--- config.mk ---
export PLATFORM = sky130hd
export DESIGN_NAME = vram_arbiter
export DESIGN_NICKNAME = d
export VERILOG_FILES = /design/src/rtl/vram_arbiter.sv
export SDC_FILE = /design/constraint.sdc
export NUM_CORES = 1
export LEC_CHECK = 0
export ABC_CLOCK_PERIOD_IN_PS = 2820
export BUFFER_PORTS_ARGS = -buffer_cell sky130_fd_sc_hd__buf_2
export CORE_ASPECT_RATIO = 2
export CORE_MARGIN = 2
export CORE_UTILIZATION = 35
export DETAILED_ROUTE_END_ITERATION = 12
export PLACE_DENSITY = 0.67
export SYNTH_ARGS = -nofsm -noshare
export SYNTH_HDL_FRONTEND = slang
export SYNTH_SLANG_ARGS = --single-unit
--- constraint.sdc ---
create_clock -name clk -period 2.82 [get_ports clk]
set_clock_uncertainty 0.2 [all_clocks]
set_input_delay 0.141 -clock clk [delete_from_list [all_inputs] [get_ports clk]]
set_output_delay 0.141 -clock clk [all_outputs]
set_load 0.05 [all_outputs]
--- src/rtl/vram_arbiter.sv ---
// Video RAM arbiter: one fixed video fetch slot per byte cell, every other cycle
// offered to the CPU through a req/ack handshake (issue, ack, gap).
module vram_arbiter #(
  parameter int ADDR_W    = 13,
  parameter int DATA_W    = 8,
  parameter int SLOT_LEN  = 16,
  parameter int VID_PHASE = 0
) (
  input  logic              clk,
  input  logic              reset,
  input  logic              vid_sync,
  input  logic [ADDR_W-1:0] vid_addr,
  output logic [DATA_W-1:0] vid_data,
  input  logic              cpu_req,
  input  logic              cpu_we,
  input  logic [ADDR_W-1:0] cpu_addr,
  input  logic [DATA_W-1:0] cpu_wdata,
  output logic [DATA_W-1:0] cpu_rdata,
  output logic              cpu_ack,
  output logic [ADDR_W-1:0] ram_addr,
  output logic              ram_we,
  output logic [DATA_W-1:0] ram_wdata,
  input  logic [DATA_W-1:0] ram_rdata
);

  localparam int PW = (SLOT_LEN > 1) ? $clog2(SLOT_LEN) : 1;
  localparam logic [PW-1:0] VID_PH   = PW'(VID_PHASE);
  localparam logic [PW-1:0] VID_NEXT = PW'(VID_PHASE + 1);
  localparam logic [PW-1:0] PH_ONE   = PW'(1);

  typedef enum logic [1:0] {
    IDLE = 2'd0,
    ACK  = 2'd1,
    GAP  = 2'd2
  } state_t;

  state_t              state_r;
  state_t              state_n_s;
  logic [PW-1:0]       phase_r;
  logic [PW-1:0]       phase_n_s;
  logic                vslot_s;
  logic                issue_s;
  logic                vid_lat_r;
  logic [DATA_W-1:0]   vid_data_r;
  logic                cpu_rd_lat_r;
  logic [DATA_W-1:0]   cpu_rdata_r;
  logic                cpu_ack_r;

  // Video slot detection and phase advance (vid_sync forces the slot).
  always_comb begin
    vslot_s   = 1'b0;
    phase_n_s = phase_r + PH_ONE;
    if (vid_sync) begin
      vslot_s   = 1'b1;
      phase_n_s = VID_NEXT;
    end else begin
      vslot_s   = (phase_r == VID_PH);
      phase_n_s = phase_r + PH_ONE;
    end
  end

  // CPU FSM next state; issue is also gated by reset so ram_we drops at once.
  always_comb begin
    state_n_s = state_r;
    issue_s   = 1'b0;
    case (state_r)
      IDLE: begin
        if (cpu_req && !vslot_s && reset) begin
          issue_s   = 1'b1;
          state_n_s = ACK;
        end else begin
          issue_s   = 1'b0;
          state_n_s = IDLE;
        end
      end
      ACK:     state_n_s = GAP;
      GAP:     state_n_s = IDLE;
      default: state_n_s = IDLE;
    endcase
  end

  // RAM port mux: the video slot always owns the address.
  always_comb begin
    ram_addr = cpu_addr;
    ram_we   = 1'b0;
    if (vslot_s) begin
      ram_addr = vid_addr;
      ram_we   = 1'b0;
    end else begin
      ram_addr = cpu_addr;
      ram_we   = issue_s & cpu_we;
    end
  end

  assign ram_wdata = cpu_wdata;

  // Phase counter and CPU FSM state register.
  always_ff @(posedge clk or negedge reset) begin
    if (!reset) begin
      phase_r <= '0;
      state_r <= IDLE;
    end else begin
      phase_r <= phase_n_s;
      state_r <= state_n_s;
    end
  end

  // Separate video and CPU data latches, each sampling only in its own
  // post-issue cycle so a CPU read just before the slot cannot contaminate video.
  always_ff @(posedge clk or negedge reset) begin
    if (!reset) begin
      vid_lat_r    <= 1'b0;
      vid_data_r   <= '0;
      cpu_rd_lat_r <= 1'b0;
      cpu_rdata_r  <= '0;
      cpu_ack_r    <= 1'b0;
    end else begin
      vid_lat_r    <= vslot_s;
      cpu_rd_lat_r <= issue_s & ~cpu_we;
      cpu_ack_r    <= issue_s;
      if (vid_lat_r) begin
        vid_data_r <= ram_rdata;
      end else begin
        vid_data_r <= vid_data_r;
      end
      if (cpu_rd_lat_r) begin
        cpu_rdata_r <= ram_rdata;
      end else begin
        cpu_rdata_r <= cpu_rdata_r;
      end
    end
  end

  // During the ack cycle of a read the RAM output register is forwarded so the
  // data is valid alongside cpu_ack; the local copy holds it afterwards.
  always_comb begin
    cpu_rdata = cpu_rdata_r;
    if (cpu_rd_lat_r) begin
      cpu_rdata = ram_rdata;
    end else begin
      cpu_rdata = cpu_rdata_r;
    end
  end

  assign vid_data = vid_data_r;
  assign cpu_ack  = cpu_ack_r;

endmodule

==> metrics.yaml, run 1 <==
detailed_routing:
  vias: 1239
  wl_per_cell_microns: 13.2
  dr.first_iter.drc_count: 16
  antenna_left: 0
  first_pass_iters: 4
  wl_microns: 3320
  drc: 0
  viasPerCell: 4.94
cells_and_area:
  drive_gt1_frac: 0.482
  fin_nets: 249
  multiInputGateArea_sq_um: 713
  n_fill_cell: 413
  final_common_cell: "buf_2"
  syn_to_final_growth_pct: 32.0
  mostFrequentLayoutCells: "69 x buf_2, 25 x dfrtp_1, 16 x mux2_2"
  antenna_cells: 0
  regArea_sq_um: 626
sta:
  period_needed_ns: 2.39
  relSlewSlack: 0.651
  setup_viol: 0
  fin_crit_sh: 0.846
  setup_slack_ns: 0.434
  hold_viol: 0
  grt_setup_unrepaired: "no"
  finalSetupTns_ns: 0
  slew_violations: 0
  worstMarginPinSlew_ns: 0.524
  clock.fmax_ghz: 0.419
logic_synthesis:
  syn_area_sq_um: 1460
  ys_warn_count: 0
  synthesis.instances: 131
  synth_nets: 180
  synth_top_area_share: 0.429
  synth_area_per_cell_sq_um: 11.1
  ys_ff_latch: 25
  synth_top_cell_by_area: "dfrtp_1"
  synth.distinct_cells: 22
  yosys-top-cells-area: "dfrtp_1 43%, mux2_2 12%, nand4bb_1 11%, o211ai_1 6.7%, nand2b_1 6.0%"
  ys_seq_area_frac: 0.429
place:
  place_ws_ns: 0.703
  dp_hpwl_microns: 2550
  numPortBuffers: 69
  place_congestion: 0.721
setup_path:
  cp_common_cell: "buf_4"
  path_cells: "inv_1, ha_1, buf_4, nor3b_4, buf_4, nor4b_2, buf_2"
  endpoint_kind: "primary output"
  crit_slowest_cell: "dfrtp_1"
  crit_arrival_ns: 2.04
  critPathKind: "flip-flop to primary output"
  cp.required_ns: 2.48
  crit_start: "phase_r[0]"
  critical_path.max_fanout: 18
  cp_slowest_stage_delay_ns: 0.41
  reg2reg_slack_ns: 1.01
  r2r-start: "phase_r[0]"
  critPathTopFamily: "buffers and inverters"
  cp-start-kind: "flip-flop"
  path_buf_inv: 4
pwr:
  power_w: 0.00119
  vdd_drop_max_v: 0.000326
  power_density_nw_per_um2: 617
  leakage_nw: 0.891
clock_network:
  cts-root-buf: "clkbuf_8"
  cts_buffer_depth: 2
  cts_tree: "built"
  cts_sinks: 25
  clk-insertion-delay-late_ns: 0.26
  cts.clk_slew.worst_paths_ns: 0.07
  htree_levels: 1
  numCtsBuffers: 3
  postCtsSetupBuffers: 0
worst_hold_path:
  hold_start: "cpu_req"
  hold_path_class: "input pin to flip-flop"
floorplan:
  initial_core_util: 0.360
  rows: 33
  core_sq_um: 4050
  dieArea_sq_um: 4730
  fp.dieH_microns: 95.3
  io-pin-count: 86
  die_x_microns: 49.6
global_route:
  antenna_found_initial: 0
  first_global_vias: 1265
  grt_overflow: 0
  grt_first_pass_wirelength_microns: 5340
  grt_max_degree: 37
  grt_usage: 0.141
run_status:
  status: "finished clean"
flow_run:
  drv_cap: 0
sequential cells by signal, indices dropped and copies added (netlist names):
name	flops
phase_r	4
cpu_rd_lat_r	1
state_r	2
vid_data	8
cpu_ack	1
cpu_rdata_r	8
vid_lat_r	1
cell usage after synthesis:
| library cell | n |
|---|---|
| xnor2_1 | 1 |
| buf_4 | 9 |
| mux2_4 | 1 |
| clkbuf_1 | 1 |
| inv_1 | 2 |
| nand2b_1 | 14 |
| dfrtp_1 | 25 |
| mux2_2 | 16 |
| buf_2 | 7 |
| nor3b_4 | 1 |
| or2_2 | 1 |
| nor4_1 | 1 |
| o211ai_1 | 13 |
| nor4b_1 | 1 |
| nand2_1 | 13 |
| nor3_1 | 2 |
| nor2b_1 | 3 |
| nand4bb_1 | 14 |
| nor2_1 | 2 |
| buf_6 | 1 |
| ha_1 | 2 |
| nand3_2 | 1 |
timing repair:
action	in CTS	in global routing
hold endpoints to repair	42	0
gates resized for setup	0	0
hold buffers	10	0
where the power goes:
group,leakage (nW),internal (W),switching (W)
clock network,0.0228,0.000101,0.0000951
logic,0.562,0.000165,0.000378
registers,0.307,0.000415,0.0000344
total,0.891,0.000681,0.000507
cell type report:
cell class / count / area share
repair buffers: 82 / 0.243
well taps: 52 / 0.0338
flip-flops and latches: 25 / 0.325
multi-input cells: 86 / 0.371
clock buffers: 4 / 0.0234
inverters: 2 / 0.00390
worst paths after layout:
check	endpoint	cells after the start
hold / removal	state_r[0]	3
hold reg to reg	state_r[1]	1
max in group asynchronous	cpu_rdata_r[1]	3
setup / recovery	ram_we	7
min in group asynchronous	phase_r[2]	3
setup reg to reg	vid_lat_r	6
cells by family (layout without fill, tap and decap cells):
family / after synthesis / count (layout) / share of synthesized area
buf+inv: 20 / 88 / 0.0858
xor+xnor: 1 / 1 / 0.00601
flops: 25 / 25 / 0.429
simple gates: 53 / 53 / 0.261
compound gates: 13 / 13 / 0.0670
fa+ha+maj: 2 / 2 / 0.0172
mux: 17 / 17 / 0.134
tightest hold or removal path, stage by stage:
cell       delay [ns]
buf_2            0.10
nand4bb_1        0.18
nor3_1           0.06
metal layers:
metal	part of all wire	up-vias	GRT usage
met5	0	-	0
met4	0.0084	0	0.0255
met3	0.058	5	0.0235
met2	0.55	65	0.296
met1	0.38	577	0.140
li1	-	592	-
stage by stage:
step,instances,hold slack (ns),instance area (sq um),utilization
final,251,0.0733,1920,0.476
after global routing,251,0.0823,1920,0.476
after CTS,251,0.0738,1920,0.476
after detailed placement,237,-0.0352,1780,0.440
after global placement,237,-0.0263,1780,0.440
after floorplan,131,-0.355,1460,-
Note: power is estimated with default switching activity, not from simulation.
==> inputs of run 2 (changes only) <==
--- a/config.mk
+++ b/config.mk
@@ -5,7 +5,7 @@
 export SDC_FILE = /design/constraint.sdc
 export NUM_CORES = 1
 export LEC_CHECK = 0
-export ABC_CLOCK_PERIOD_IN_PS = 2820
+export ABC_CLOCK_PERIOD_IN_PS = 2440
 export BUFFER_PORTS_ARGS = -buffer_cell sky130_fd_sc_hd__buf_2
 export CORE_ASPECT_RATIO = 2
 export CORE_MARGIN = 2
==> constraint.sdc (replaced) <==
create_clock -name clk -period 2.44 [get_ports clk]
set_clock_uncertainty 0.2 [all_clocks]
set_input_delay 0.122 -clock clk [delete_from_list [all_inputs] [get_ports clk]]
set_output_delay 0.122 -clock clk [all_outputs]
set_load 0.05 [all_outputs]
==> metrics.yaml, run 2 (same netlist as run 1, synthesis figures left out) <==
setup_path:
  crit_arrival_ns: 1.83  # -0.21 ns
  reg2reg_slack_ns: 0.82  # -0.19 ns
  crit_slowest_cell: "dfrtp_1"
  r2r-start: "phase_r[0]"
  cp.required_ns: 2.12  # -0.36 ns
  ff2ff_path_depth: 5  # -1
  cp_slowest_stage_delay_ns: 0.41  # about the same
  critPathKind: "flip-flop to primary output"
  timing.rr.end: "vid_lat_r"
  critical_path.max_fanout: 18  # unchanged
  cp-start-kind: "flip-flop"
  endpoint_kind: "primary output"
  path_cells: "inv_1, ha_1, nor3b_4, buf_4, nor4b_2, buf_2"
sta:
  grt_setup_unrepaired: "no"
  relSlewSlack: 0.642  # -0.00924
  setup_slack_ns: 0.286  # -0.148 ns
  worstMarginPinSlew_ns: 0.538  # +0.0139 ns
  fin_crit_sh: 0.883
  period_needed_ns: 2.15
  finalSetupTns_ns: 0  # unchanged
  setup_viol: 0  # unchanged
  clock.fmax_ghz: 0.464
  fin_hold_ws_ns: 0.0442  # -0.0291 ns
  hold_viol: 0  # unchanged
  slew_violations: 0  # unchanged
floorplan:
  fp.dieH_microns: 95.3  # unchanged
  io-pin-count: 86  # unchanged
  dieArea_sq_um: 4730  # unchanged
  die_x_microns: 49.6  # unchanged
  initial_core_util: 0.360  # unchanged
  core_sq_um: 4050  # unchanged
  rows: 33  # unchanged
detailed_routing:
  viasPerCell: 4.84  # -2.0%
  vias: 1214  # -2.0%
  dr.first_iter.drc_count: 15  # -1
  antenna_left: 0  # unchanged
  drc: 0  # unchanged
  wl_microns: 3260  # -1.8%
  first_pass_iters: 4  # unchanged
  wl_per_cell_microns: 13.0  # -1.8%
clock_network:
  clk-insertion-delay-late_ns: 0.25  # about the same
  postCtsSetupBuffers: 0  # unchanged
  cts-root-buf: "clkbuf_8"
  cts_sinks: 25  # unchanged
  cts.clk_slew.worst_paths_ns: 0.07  # about the same
  htree_levels: 1  # unchanged
  cts_buffer_depth: 2  # unchanged
  numCtsBuffers: 3  # unchanged
  cts_tree: "built"
cells_and_area:
  mostFrequentLayoutCells: "69 x buf_2, 25 x dfrtp_1, 16 x mux2_2"
  syn_to_final_growth_pct: 32.1  # about the same
  antenna_cells: 0  # unchanged
  design_area_sq_um: 1930  # about the same
  drive_gt1_frac: 0.487  # +0.00503
  regArea_sq_um: 626  # unchanged
  n_fill_cell: 393  # -4.8%
  fin_nets: 249  # unchanged
  final_common_cell: "buf_2"
  multiInputGateArea_sq_um: 713  # unchanged
pwr:
  power_density_nw_per_um2: 712  # +15%
  leakage_nw: 0.894  # +0.31%
  vdd_drop_max_v: 0.000378  # +16%
place:
  place_congestion: 0.765  # +6.2%
  dp_hpwl_microns: 2490  # -2.6%
  numPortBuffers: 69  # unchanged
  place_ws_ns: 0.562  # -0.141 ns
  post_dp_cell_area_sq_um: 1780  # unchanged
global_route:
  grt_max_degree: 37  # unchanged
  grt_usage: 0.136  # -0.00519
  first_global_vias: 1182  # -6.6%
  grt_overflow: 0  # unchanged
  grt_first_pass_wirelength_microns: 5090  # -4.8%
  antenna_found_initial: 0  # unchanged
worst_hold_path:
  hold_path_class: "input pin to primary output"
  worstHoldPathCells: 0  # -3
  min_to: "ram_wdata[5]"
  hold_start: "cpu_wdata[5]"
run_status:
  status: "finished clean"
flow_run:
  drv_cap: 0  # unchanged
run 2: changes by cell type in the layout (fill, tap and decap cells not counted), sizes merged:
cell,delta
clkinv,+1
clkbuf,-1
run 2: worst max-delay path, delay by kind of cell, from the launching register on:
family / cells / cell delay [ns]
adders and majority gates: 1 / 0.20
and+or+nand+nor: 2 / 0.40
DFF: 1 / 0.41
buffers and inverters: 3 / 0.57
run 2: power breakdown:
part           leakage (nW)  internal, W  switching, W  total [W]
registers             0.307     0.000480     0.0000401   0.000520
logic                 0.562     0.000191      0.000434   0.000625
clock network        0.0255     0.000114      0.000112   0.000225
total                 0.894     0.000785      0.000586    0.00137
run 2: per-stage QoR:
step	cells	total power, W	util
after floorplan	131	0.00103	-
after global routing	251	0.00145	0.476
after global placement	237	0.00114	0.440
after CTS	251	0.00139	0.476
final	251	0.00137	0.476
after detailed placement	237	0.00115	0.440
run 2: per-layer routing:
layer  global-route usage  share of wire  up-vias
met5                    0              0        -
met2                0.272           0.57       58
met4               0.0208              0        0
li1                     -              -      592
met1                0.143           0.38      564
met3               0.0298          0.057        0
run 2: worst max-delay path by stage:
stage / start / end / slack (ns) / depth (start not counted)
2_1_floorplan: phase_r[0] / ram_we / 0.31 / 4
3_3_place_gp: phase_r[0] / ram_we / 0.60 / 6
3_5_place_dp: phase_r[0] / ram_we / 0.56 / 6
4_1_cts: phase_r[0] / ram_we / 0.26 / 6
5_1_grt: phase_r[0] / ram_we / 0.18 / 6
6_report: phase_r[0] / ram_we / 0.29 / 6
run 2: timing repair:
action,4_1_cts,5_1_grt
gates resized for setup,0,0
hold endpoints to repair,42,0
hold buffers,10,0
run 2: layout make-up:
cell class	count	share of cell area
Multi-Input combinational cell	86	0.370
Timing Repair Buffer	82	0.243
Sequential cell	25	0.325
Clock buffer	3	0.0214
Inverter	2	0.00390
Tap cell	52	0.0338
Clock inverter	1	0.00260
==> inputs of run 3 (changes only) <==
--- a/config.mk
+++ b/config.mk
@@ -11,6 +11,7 @@
 export CORE_MARGIN = 2
 export CORE_UTILIZATION = 35
 export DETAILED_ROUTE_END_ITERATION = 12
+export MAX_ROUTING_LAYER = met4
 export PLACE_DENSITY = 0.67
 export SYNTH_ARGS = -nofsm -noshare
 export SYNTH_HDL_FRONTEND = slang
==> metrics.yaml, run 3 (same netlist as run 1, synthesis figures left out) <==
cells_and_area:
  syn_to_final_growth_pct: 32.1  # unchanged
  antenna_cells: 0  # unchanged
  mostFrequentLayoutCells: "69 x buf_2, 25 x dfrtp_1, 16 x mux2_2"
  fin_nets: 249  # unchanged
  postLayoutCoreUtil: 0.476  # unchanged
  drive_gt1_frac: 0.487  # unchanged
  design_area_sq_um: 1930  # unchanged
  fin_cells: 251  # unchanged
  final_common_cell: "buf_2"
  n_fill_cell: 393  # unchanged
setup_path:
  path_buf_inv: 3  # unchanged
  path_cells: "inv_1, ha_1, nor3b_4, buf_4, nor4b_2, buf_2"
  cp-start-kind: "flip-flop"
  endpoint_kind: "primary output"
  critPathTopFamily: "buffers and inverters"
  critical_path.max_fanout: 18  # unchanged
  critPathKind: "flip-flop to primary output"
  crit_slowest_cell: "dfrtp_1"
  crit_arrival_ns: 1.83  # about the same
  cp.required_ns: 2.12  # about the same
  cp_slowest_stage_delay_ns: 0.41  # about the same
detailed_routing:
  viasPerCell: 4.84  # about the same
  antenna_left: 0  # unchanged
  vias: 1215  # +0.082%
  drc: 0  # unchanged
  wl_microns: 3260  # about the same
  dr.first_iter.drc_count: 14  # -1
  first_pass_iters: 4  # unchanged
  wl_per_cell_microns: 13.0  # about the same
pwr:
  power_density_nw_per_um2: 712  # about the same
  p_sw_w: 0.000586  # about the same
  internal_power_w: 0.000785  # about the same
  p_sw_frac: 0.427  # about the same
  leakage_nw: 0.894  # unchanged
  clkPwrFrac: 0.164  # about the same
  vdd_drop_max_v: 0.000378  # about the same
  power_frac_comb: 0.456  # about the same
  seqPwrFrac: 0.379  # about the same
clock_network:
  cts_buffer_depth: 2  # unchanged
  numCtsBuffers: 3  # unchanged
  cts_sinks: 25  # unchanged
  cts_tree: "built"
  postCtsSetupBuffers: 0  # unchanged
  htree_levels: 1  # unchanged
  cts.clk_slew.worst_paths_ns: 0.07  # about the same
  post_cts_resized: 0  # unchanged
  hold_buffers: 10  # unchanged
  cts-root-buf: "clkbuf_8"
  clk-insertion-delay-late_ns: 0.25  # about the same
floorplan:
  io-pin-count: 86  # unchanged
  die_x_microns: 49.6  # unchanged
  rows: 33  # unchanged
  core_sq_um: 4050  # unchanged
  dieArea_sq_um: 4730  # unchanged
  initial_core_util: 0.360  # unchanged
  fp.dieH_microns: 95.3  # unchanged
sta:
  period_needed_ns: 2.15  # +0.000317 ns
  relSlewSlack: 0.643  # +0.000905
  finalSetupTns_ns: 0  # unchanged
  grt_setup_unrepaired: "no"
  setup_viol: 0  # unchanged
  clock.fmax_ghz: 0.464  # about the same
  worstMarginPinSlew_ns: 0.536  # -0.00136 ns
  hold_viol: 0  # unchanged
  slew_violations: 0  # unchanged
  fin_crit_sh: 0.883  # about the same
global_route:
  grt_overflow: 0  # unchanged
  grt_first_pass_wirelength_microns: 5100  # +0.28%
  first_global_vias: 1179  # -0.25%
  grt_usage: 0.140  # +0.00419
  antenna_found_initial: 0  # unchanged
  grt_max_degree: 37  # unchanged
flow_run:
  drv_cap: 0  # unchanged
place:
  place_congestion: 0.776  # +1.3%
  post_dp_cell_area_sq_um: 1780  # unchanged
  dp_hpwl_microns: 2490  # unchanged
  numPortBuffers: 69  # unchanged
  dp.cells: 237  # unchanged
worst_hold_path:
  hold_path_class: "input pin to primary output"
run_status:
  status: "finished clean"
[run 3: cell counts in the layout (fill, tap and decap cells not counted)]
Identical to the previous run, type by type.
[run 3: final cells by class]
class	count	area (sq um)	area share
Clock buffer	3	41.3	0.0214
Clock inverter	1	5.00	0.00260
Inverter	2	7.51	0.00390
Multi-Input combinational cell	86	713	0.370
Sequential cell	25	626	0.325
Tap cell	52	65.1	0.0338
Timing Repair Buffer	82	468	0.243
[run 3: path summary, 6_finish.rpt]
check / startpoint / end / slack [ns] / cells after the start
worst max-delay path: phase_r[0] / ram_we / 0.29 / 6
worst min-delay path: cpu_wdata[5] / ram_wdata[5] / 0.04 / 0
worst max register to register: phase_r[0] / vid_lat_r / 0.82 / 5
worst min register to register: state_r[1] / state_r[1] / 0.22 / 1
max in group asynchronous: reset / cpu_rdata_r[1] / 1.61 / 3
min in group asynchronous: reset / state_r[1] / 0.20 / 3
[run 3: metrics by stage]
step | worst slack (ns) | hold WS (ns) | total power [W]
2_1_floorplan | 0.308 | -0.374 | 0.00103
3_3_place_gp | 0.599 | -0.0481 | 0.00114
3_5_place_dp | 0.562 | -0.0518 | 0.00115
4_1_cts | 0.258 | 0.0444 | 0.00139
5_1_grt | 0.183 | 0.0443 | 0.00145
6_report | 0.286 | 0.0442 | 0.00137
[run 3: power by group through the flow]
stage	combinational [W]	clock [W]	sequential [W]
floorplan	0.000457	0	0.000575
global placement	0.000613	0	0.000525
detailed placement	0.000617	0	0.000530
CTS	0.000631	0.000241	0.000521
global route	0.000658	0.000262	0.000529
finish	0.000625	0.000225	0.000520
[run 3: per-layer routing]
layer,routed length (microns),global-route usage,vias to the layer above,share of wire
li1,-,-,592,-
met1,1230,0.145,565,0.38
met2,1840,0.272,58,0.57
met3,181,0.0282,0,0.056
met4,0,0.0208,0,0
met5,0,-,-,0
